**config.mk**
```make
export PLATFORM = sky130hd
export DESIGN_NAME = defuzz_centroid_flat
export DESIGN_NICKNAME = d
export VERILOG_FILES = /design/src/rtl/defuzz_centroid_pkg.sv /design/src/rtl/defuzz_centroid_if.sv /design/src/rtl/defuzz_centroid_seq_udiv.sv /design/src/rtl/defuzz_centroid.sv /design/src/flat_wrapper.sv
export SDC_FILE = /design/constraint.sdc
export NUM_CORES = 1
export LEC_CHECK = 0
export ABC_CLOCK_PERIOD_IN_PS = 6200
export CAP_MARGIN = 10
export CORE_MARGIN = 1.5
export CORE_UTILIZATION = 55
export CTS_CLUSTER_SIZE = 30
export DETAILED_ROUTE_END_ITERATION = 12
export GPL_TIMING_DRIVEN = 0
export HOLD_SLACK_MARGIN = 0.06
export PLACE_DENSITY = 0.86
export SLEW_MARGIN = 10
export SYNTH_ARGS = -nofsm -noshare
export SYNTH_HDL_FRONTEND = slang
export SYNTH_HIERARCHICAL = 1
export SYNTH_SLANG_ARGS = --single-unit
```
**constraint.sdc**
```tcl
create_clock -name clk -period 6.2 [get_ports clk]
set_input_delay 1.24 -clock clk [delete_from_list [all_inputs] [get_ports clk]]
set_output_delay 1.24 -clock clk [all_outputs]
set_load 0.02 [all_outputs]
```
**src/rtl/defuzz_centroid_pkg.sv**
```systemverilog
`default_nettype none
//============================================================================
// Module      : defuzz_centroid_pkg
// Description : Shared types and constants for the centroid defuzzifier:
//               rule-strength and crisp-value types, the Q1.15 unity
//               constant and the controller state encoding.
// Ports       : none (package)
// Revision    : 1.0 - initial release
//============================================================================
package defuzz_centroid_pkg;

    // Rule strength, unsigned Q1.15 (16'h8000 = 1.0)
    typedef logic [15:0] mu_t;

    // Crisp value / singleton position, signed Q7.0
    typedef logic signed [7:0] crisp_t;

    localparam mu_t c_MU_ONE = 16'h8000;

    typedef enum logic [1:0] {
        ACC = 2'd0,
        DIV = 2'd1,
        FIN = 2'd2,
        OUT = 2'd3
    } state_t;

endpackage
`default_nettype wire

```
**src/rtl/defuzz_centroid_if.sv**
```systemverilog
`default_nettype none
//============================================================================
// Module      : defuzz_centroid_if
// Description : Beat-in / crisp-out handshake bundle of the defuzzifier.
// Ports       : in_valid/in_ready/in_mu/in_c/in_last  - input beat stream
//               out_valid/out_ready/out_crisp/out_empty/out_err - result
//               modport master : producer/consumer side (testbench, fabric)
//               modport slave  : defuzzifier side
// Revision    : 1.0 - initial release
//============================================================================
interface defuzz_centroid_if;
    import defuzz_centroid_pkg::*;

    logic   in_valid;
    logic   in_ready;
    mu_t    in_mu;
    crisp_t in_c;
    logic   in_last;
    logic   out_valid;
    logic   out_ready;
    crisp_t out_crisp;
    logic   out_empty;
    logic   out_err;

    modport master (
        output in_valid, in_mu, in_c, in_last, out_ready,
        input  in_ready, out_valid, out_crisp, out_empty, out_err
    );

    modport slave (
        input  in_valid, in_mu, in_c, in_last, out_ready,
        output in_ready, out_valid, out_crisp, out_empty, out_err
    );

endinterface
`default_nettype wire

```
**src/rtl/defuzz_centroid_seq_udiv.sv**
```systemverilog
`default_nettype none
//============================================================================
// Module      : defuzz_centroid_seq_udiv
// Description : Unsigned restoring divider, one quotient bit per cycle,
//               QBITS quotient bits MSB first. The first bit is resolved in
//               the start cycle, so o_done pulses QBITS cycles after i_start.
//               The dividend must satisfy dividend < divisor << QBITS for
//               the quotient to be exact (true for any legal centroid).
// Ports       : clk, rst            - clock, synchronous active-high reset
//               i_start             - one-cycle pulse, samples operands
//               i_dividend/i_divisor- operands
//               o_done              - one-cycle pulse, quotient valid
//               o_quotient          - quotient, held until next start
// Revision    : 1.0 - initial release
//============================================================================
module defuzz_centroid_seq_udiv #(
    parameter int DIVIDEND_W = 30,
    parameter int DIVISOR_W  = 21,
    parameter int QBITS      = 9    // must be >= 2
) (
    input  logic                  clk,
    input  logic                  rst,
    input  logic                  i_start,
    input  logic [DIVIDEND_W-1:0] i_dividend,
    input  logic [DIVISOR_W-1:0]  i_divisor,
    output logic                  o_done,
    output logic [QBITS-1:0]      o_quotient
);

    localparam int c_SH_W  = DIVISOR_W + QBITS - 1;
    localparam int c_W     = (DIVIDEND_W > c_SH_W) ? DIVIDEND_W : c_SH_W;
    localparam int c_CNT_W = $clog2(QBITS + 1);

    logic [c_W-1:0]     r_rem;
    logic [c_W-1:0]     r_dsh;
    logic [QBITS-1:0]   r_quo;
    logic [c_CNT_W-1:0] r_cnt;
    logic               r_busy;
    logic               r_done;

    logic [c_W-1:0]     w_rem_src;
    logic [c_W-1:0]     w_dsh_src;
    logic [c_W-1:0]     w_rem_nxt;
    logic               w_ge;

    // The divisor starts aligned to the quotient MSB and walks right one
    // position per cycle; the start cycle works on the fresh operands.
    always_comb begin
        w_rem_src = i_start ? c_W'(i_dividend) : r_rem;
        w_dsh_src = i_start ? (c_W'(i_divisor) << (QBITS - 1)) : r_dsh;
        w_ge      = (w_rem_src >= w_dsh_src);
        w_rem_nxt = w_ge ? (w_rem_src - w_dsh_src) : w_rem_src;
    end

    always_ff @(posedge clk) begin
        if (rst) begin
            r_rem  <= '0;
            r_dsh  <= '0;
            r_quo  <= '0;
            r_cnt  <= '0;
            r_busy <= 1'b0;
            r_done <= 1'b0;
        end else begin
            r_done <= 1'b0;
            if (i_start) begin
                r_rem  <= w_rem_nxt;
                r_dsh  <= w_dsh_src >> 1;
                r_quo  <= QBITS'(w_ge);
                r_cnt  <= c_CNT_W'(QBITS - 1);
                r_busy <= 1'b1;
            end else if (r_busy) begin
                r_rem <= w_rem_nxt;
                r_dsh <= r_dsh >> 1;
                r_quo <= QBITS'({r_quo, w_ge});
                r_cnt <= r_cnt - c_CNT_W'(1);
                if (r_cnt == c_CNT_W'(1)) begin
                    r_busy <= 1'b0;
                    r_done <= 1'b1;
                end
            end
        end
    end

    assign o_done     = r_done;
    assign o_quotient = r_quo;

endmodule
`default_nettype wire

```
**src/rtl/defuzz_centroid.sv**
```systemverilog
`default_nettype none
//============================================================================
// Module      : defuzz_centroid
// Description : Weighted-centroid defuzzifier. Accumulates a frame of
//               (mu, c) beats and emits round(sum(mu*c)/sum(mu)) as a
//               signed Q7.0 crisp value, eleven cycles after the last beat.
// Ports       : clk           - clock
//               rst           - synchronous reset, active-high
//               bus (slave)   - in_valid/in_ready/in_mu/in_c/in_last beat
//                               input; out_valid/out_ready/out_crisp/
//                               out_empty/out_err result output
// Revision    : 1.0 - initial release
//============================================================================
module defuzz_centroid
    import defuzz_centroid_pkg::*;
#(
    parameter int     N_MAX       = 16,
    parameter crisp_t DEFAULT_OUT = 8'sd0
) (
    input  logic             clk,
    input  logic             rst,
    defuzz_centroid_if.slave bus
);

    localparam int c_ACC_EXT = $clog2(N_MAX + 1);
    localparam int c_NUM_W   = 24 + c_ACC_EXT;
    localparam int c_DEN_W   = 16 + c_ACC_EXT;
    localparam int c_PROD_W  = 25;
    localparam int c_CNT_W   = $clog2(N_MAX + 2);
    localparam int c_QBITS   = 9;
    localparam logic [c_CNT_W-1:0] c_CNT_SAT = c_CNT_W'(N_MAX + 1);

    state_t                      r_state;
    logic signed [c_NUM_W-1:0]   r_num;
    logic [c_DEN_W-1:0]          r_den;
    logic [c_CNT_W-1:0]          r_cnt;
    logic                        r_in_ready;
    logic                        r_out_valid;
    crisp_t                      r_crisp;
    logic                        r_empty;
    logic                        r_err;
    logic                        r_div_start;

    logic signed [c_PROD_W-1:0]  w_prod;
    logic                        w_num_neg;
    logic [c_NUM_W-1:0]          w_num_abs;
    logic                        w_div_done;
    logic [c_QBITS-1:0]          w_quo;
    logic [c_QBITS-1:0]          w_mag;
    crisp_t                      w_crisp;
    logic                        w_beat;

    assign w_beat = bus.in_valid && r_in_ready;

    // mu is unsigned: widen with a zero bit so the product stays signed.
    assign w_prod = c_PROD_W'($signed({1'b0, bus.in_mu})) * c_PROD_W'(bus.in_c);

    assign w_num_neg = r_num[c_NUM_W-1];
    assign w_num_abs = w_num_neg ? -r_num : r_num;

    // Dividend is 2*|num| so the quotient lands in Q8.1 (one rounding bit).
    defuzz_centroid_seq_udiv #(
        .DIVIDEND_W (c_NUM_W + 1),
        .DIVISOR_W  (c_DEN_W),
        .QBITS      (c_QBITS)
    ) u_div (
        .clk        (clk),
        .rst        (rst),
        .i_start    (r_div_start),
        .i_dividend ({w_num_abs, 1'b0}),
        .i_divisor  (r_den),
        .o_done     (w_div_done),
        .o_quotient (w_quo)
    );

    // Round half away from zero on the magnitude, then re-apply the sign.
    assign w_mag = c_QBITS'((10'(w_quo) + 10'd1) >> 1);

    always_comb begin
        w_crisp = '0;
        if (!w_num_neg) begin
            w_crisp = (w_mag > 9'd127) ? 8'h7F : w_mag[7:0];
        end else begin
            w_crisp = (w_mag > 9'd128) ? 8'h80 : 8'(9'd0 - w_mag);
        end
    end

    always_ff @(posedge clk) begin
        if (rst) begin
            r_state     <= ACC;
            r_num       <= '0;
            r_den       <= '0;
            r_cnt       <= '0;
            r_in_ready  <= 1'b1;
            r_out_valid <= 1'b0;
            r_crisp     <= '0;
            r_empty     <= 1'b0;
            r_err       <= 1'b0;
            r_div_start <= 1'b0;
        end else begin
            r_div_start <= 1'b0;
            case (r_state)
                ACC: begin
                    if (w_beat) begin
                        r_num <= r_num + c_NUM_W'(w_prod);
                        r_den <= r_den + c_DEN_W'(bus.in_mu);
                        if (r_cnt != c_CNT_SAT) begin
                            r_cnt <= r_cnt + c_CNT_W'(1);
                        end
                        if (bus.in_last) begin
                            r_state     <= DIV;
                            r_in_ready  <= 1'b0;
                            r_div_start <= 1'b1;
                        end
                    end
                end
                // The divider always runs so latency is fixed; for an empty
                // frame its quotient is simply discarded in FIN.
                DIV: begin
                    if (w_div_done) begin
                        r_state <= FIN;
                    end
                end
                FIN: begin
                    r_crisp     <= (r_den == '0) ? DEFAULT_OUT : w_crisp;
                    r_empty     <= (r_den == '0);
                    r_err       <= (r_cnt == c_CNT_SAT);
                    r_out_valid <= 1'b1;
                    r_state     <= OUT;
                end
                OUT: begin
                    if (bus.out_ready) begin
                        r_out_valid <= 1'b0;
                        r_in_ready  <= 1'b1;
                        r_num       <= '0;
                        r_den       <= '0;
                        r_cnt       <= '0;
                        r_state     <= ACC;
                    end
                end
                default: r_state <= ACC;
            endcase
        end
    end

    assign bus.in_ready  = r_in_ready;
    assign bus.out_valid = r_out_valid;
    assign bus.out_crisp = r_crisp;
    assign bus.out_empty = r_empty;
    assign bus.out_err   = r_err;

endmodule
`default_nettype wire

```
**src/flat_wrapper.sv**
```systemverilog
// flat-port wrapper written by rule: the top's interface ports become plain ports
module defuzz_centroid_flat import defuzz_centroid_pkg::*;
#(
    parameter int     N_MAX       = 16,
    parameter crisp_t DEFAULT_OUT = 8'sd0
)
  (clk, rst, bus_in_valid, bus_in_mu, bus_in_c, bus_in_last, bus_out_ready, bus_in_ready, bus_out_valid, bus_out_crisp, bus_out_empty, bus_out_err);
  defuzz_centroid_if bus_i ();
  input  logic clk;
  input  logic rst;
  input wire logic [$bits(bus_i.in_valid)-1:0] bus_in_valid;
  input wire logic [$bits(bus_i.in_mu)-1:0] bus_in_mu;
  input wire logic [$bits(bus_i.in_c)-1:0] bus_in_c;
  input wire logic [$bits(bus_i.in_last)-1:0] bus_in_last;
  input wire logic [$bits(bus_i.out_ready)-1:0] bus_out_ready;
  output wire logic [$bits(bus_i.in_ready)-1:0] bus_in_ready;
  output wire logic [$bits(bus_i.out_valid)-1:0] bus_out_valid;
  output wire logic [$bits(bus_i.out_crisp)-1:0] bus_out_crisp;
  output wire logic [$bits(bus_i.out_empty)-1:0] bus_out_empty;
  output wire logic [$bits(bus_i.out_err)-1:0] bus_out_err;
  assign bus_i.in_valid = bus_in_valid;
  assign bus_i.in_mu = bus_in_mu;
  assign bus_i.in_c = bus_in_c;
  assign bus_i.in_last = bus_in_last;
  assign bus_i.out_ready = bus_out_ready;
  assign bus_in_ready = bus_i.in_ready;
  assign bus_out_valid = bus_i.out_valid;
  assign bus_out_crisp = bus_i.out_crisp;
  assign bus_out_empty = bus_i.out_empty;
  assign bus_out_err = bus_i.out_err;
  defuzz_centroid #(.N_MAX(N_MAX), .DEFAULT_OUT(DEFAULT_OUT)) u_core (.clk(clk), .rst(rst), .bus(bus_i));
endmodule
```
==> impl_metrics.json <==
{
  "status": "finished, final reports clean",
  "grt_overflow": 0,
  "drv_slew": 0,
  "final_core_util_pct": 62.1,
  "cp-endpoint": "u_core/r_num[28]",
  "cp_cell_sequence": "clkdlybuf4s15_1, nand2_1, fa_1, fa_1, inv_1, fa_1, fa_1, fa_1, ha_1, a21o_1, a22o_1, o2111ai_2, a31oi_2, and3_1, o31a_1, a211o_1",
  "finalCritPeriodShare_pct": 98.7,
  "grt_start_max_net_pins": 17,
  "async_reset_ff_share_pct": 0,
  "grt_antenna_before_repair": 0,
  "reg2reg_depth": 15,
  "cpPeakStageDelay_ns": 0.55,
  "path_max_fanout": 9,
  "yosysSeqAreaShare_pct": 19.3,
  "cp-start-kind": "input pin",
  "crit_start": "bus_in_mu[2]",
  "firstDrtPassIters": 8,
  "routedWlPerCell_um": 19.7,
  "ys.flop_type": "dfxtp_1",
  "placed_area_um2": 15600,
  "min-delay-path-class": "reg -> reg",
  "synth_cells": 1775,
  "synth_top_cell_by_area": "dfxtp_1",
  "max_slew_margin_pct": 32.4,
  "rrSetupSlack_ns": 0.65,
  "place_congestion": 0.956,
  "synth_edf_count": 0,
  "grt_pass1_vias": 13600,
  "die_x_um": 167,
  "drtIter0Drc": 1440,
  "max_slew.worst_pin.slew_ns": 1.01,
  "clkTransAtPathRegs_ns": 0.06,
  "drv_cap": 0,
  "grt_use_total_pct": 31.3,
  "path_common_cell": "fa_1",
  "syn-cell-area_um2": 14800,
  "drc": 0,
  "core_area_um2": 26200,
  "cts_sinks": 143,
  "finalSetupViolations": 0,
  "synth_cell_type_count": 80,
  "drive_gt1_share_pct": 7.21,
  "period_minus_slack_ns": 6.12,
  "ant_nets": 0,
  "syn_to_final_growth_pct": 9.89,
  "final_area_um2": 16300,
  "r2r-start": "u_core/r_num[28]",
  "fin_worst_skew_ns": 0.0118,
  "cts_buffer_depth": 2,
  "avgSynthCellArea_um2": 8.34,
  "vdd_drop_max_mv": 0.400,
  "worstPathRequired_ns": 6.52,
  "whs_ns": 0.462,
  "fill_cells": 2167,
  "pwr_density_cell_nw_per_um2": 581,
  "yosysWarnings": 6,
  "antenna_cells": 0,
  "place_hpwl_mm": 32.6,
  "synth_nets": 2052,
  "layoutNonFillerInstCount": 2180,
  "die_area_um2": 27900,
  "finalHoldViolCount": 0,
  "grt_pass1_wl_mm": 69.7,
  "clock_latency_ns": 0.44,
  "power_mw": 9.44,
  "dieHeight_um": 167,
  "cp_slowest_cell": "fa_1",
  "start_util_pct": 56.5,
  "cts_buffers": 17,
  "cts-root-buf": "clkbuf_16",
  "fmax_mhz": 163,
  "io_pins": 41,
  "cp.arrival_ns": 6.44,
  "io_buffer_count": 40,
  "rows": 59,
  "htreeDepth": 4,
  "yosysTopAreaCellShare_pct": 19.3,
  "ys_top_cells_by_area": "dfxtp_1 19%, fa_1 15%, ha_1 12%, nand2_1 4.7%, nor2_1 4.7%",
  "worst_r2r_endpoint": "u_core/u_div/r_rem[23]",
  "p_leak_nw": 7.03,
  "vias_per_cell": 6.32,
  "synthTopCellsByCount": "187 x nand2_1, 187 x nor2_1, 143 x dfxtp_1",
  "cts_tree": "done",
  "crit_type": "in -> reg",
  "endpoint_kind": "flop",
  "rsz0062_at_grt": "yes",
  "wl_mm": 42.9,
  "vias": 13800,
  "synth_seq_cells": 143,
  "nets": 2109,
  "dp_cells": 2150
}
-- stage by stage --
| stage | worst slack [ns] | TNS, ns |
|---|---|---|
| 3_3_place_gp | -1.41 | -19.29 |
| 5_1_grt | -0.0600 | -0.0600 |
| 4_1_cts | 0.000727 | 0 |
| 3_5_place_dp | -1.43 | -20.29 |
| 2_1_floorplan | 0.271 | 0 |
| 6_report | 0.0785 | 0 |
-- power breakdown --
part           internal (mW)  switching (mW)
registers               1.12           0.223
clock network          0.584           0.431
logic                   2.70            4.39
-- cell families after synthesis --
logic type      after synthesis  synth area share, %
simple gates                617                 19.8
compound gates              387                 17.4
fa+ha+maj                   248                 26.5
buf+inv                     199                 5.28
flops                       143                 19.3
xor+xnor                    105                 6.21
mux                          75                 5.33
other cells                   1               0.0253
-- cells in the final DEF, fill, tap and decap left out, types with 15 or more instances in the layout --
cell type	instances
a21o_1	32
xnor2_1	76
clkbuf_1	45
a31oi_1	17
ha_1	137
and2_1	74
o21ai_0	67
xor2_1	29
dfxtp_1	143
a211oi_1	49
a311oi_1	15
mux2_2	31
a21oi_1	95
mux2i_1	44
nand2_1	187
nor2_1	187
nor2b_1	17
buf_2	18
clkdlybuf4s50_1	16
nor3_1	29
nand3_1	27
nand4_1	20
inv_1	114
clkbuf_16	17
fa_1	110
-- critical path: cells and delay by family --
kind / cells / cell delay, ns
AND/OR/NAND/NOR: 2 / 0.34
AO/OA/AOI/OAI: 6 / 1.53
adder cells (fa/ha/maj): 6 / 2.83
buffers and inverters: 2 / 0.50
-- how the worst min path moves through the flow --
stage / startpoint / to / slack (ns) / cells past startpoint
floorplan: u_core/u_div/r_rem[0] / u_core/u_div/r_rem[0] / 0.43 / 2
global placement: u_core/u_div/r_rem[0] / u_core/u_div/r_rem[0] / 0.44 / 2
detailed placement: u_core/u_div/r_rem[1] / u_core/u_div/r_rem[1] / 0.45 / 2
CTS: u_core/u_div/r_rem[1] / u_core/u_div/r_rem[1] / 0.46 / 2
global route: u_core/u_div/r_rem[1] / u_core/u_div/r_rem[1] / 0.48 / 2
finish: u_core/u_div/r_rem[1] / u_core/u_div/r_rem[1] / 0.46 / 2
-- flip-flops by register name (all words and copies together), names as in the netlist, 4 cells and up --
register	flops
u_core/r_num	29
u_core/u_div/r_dsh	28
u_core/r_cnt	5
u_core/u_div/r_rem	30
u_core/u_div/o_quotient	9
u_core/bus.out_crisp	8
u_core/u_div/r_cnt	4
u_core/r_den	21
-- metal layers --
| metal | wire length (µm) | up-vias | track usage [%] |
|---|---|---|---|
| met1 | 17800 | 6641 | 40.8 |
| li1 | - | 6273 | - |
| met3 | 3790 | 148 | 6.84 |
| met2 | 19500 | 707 | 50.5 |
| met5 | 0 | - | 0 |
| met4 | 1870 | 0 | 13.0 |
-- timing repair --
action                                  4_1_cts  5_1_grt
setup buffers                                 1        0
pin swaps                                     1        2
endpoints found under the setup margin       19        8
hold buffers                                  0        0
resized for setup                            57       34
-- layout make-up --
type | instances | area (µm²) | area share, %
buffer | 81 | 399 | 2.45
clock buffer | 20 | 467 | 2.87
clock inverter | 12 | 110 | 0.677
inverter | 115 | 435 | 2.68
timing repair buffer | 41 | 368 | 2.26
tap | 335 | 419 | 2.58
sequential | 143 | 2860 | 17.6
multi-input combinational | 1433 | 11200 | 68.9
(Power assumes the default switching activity.)
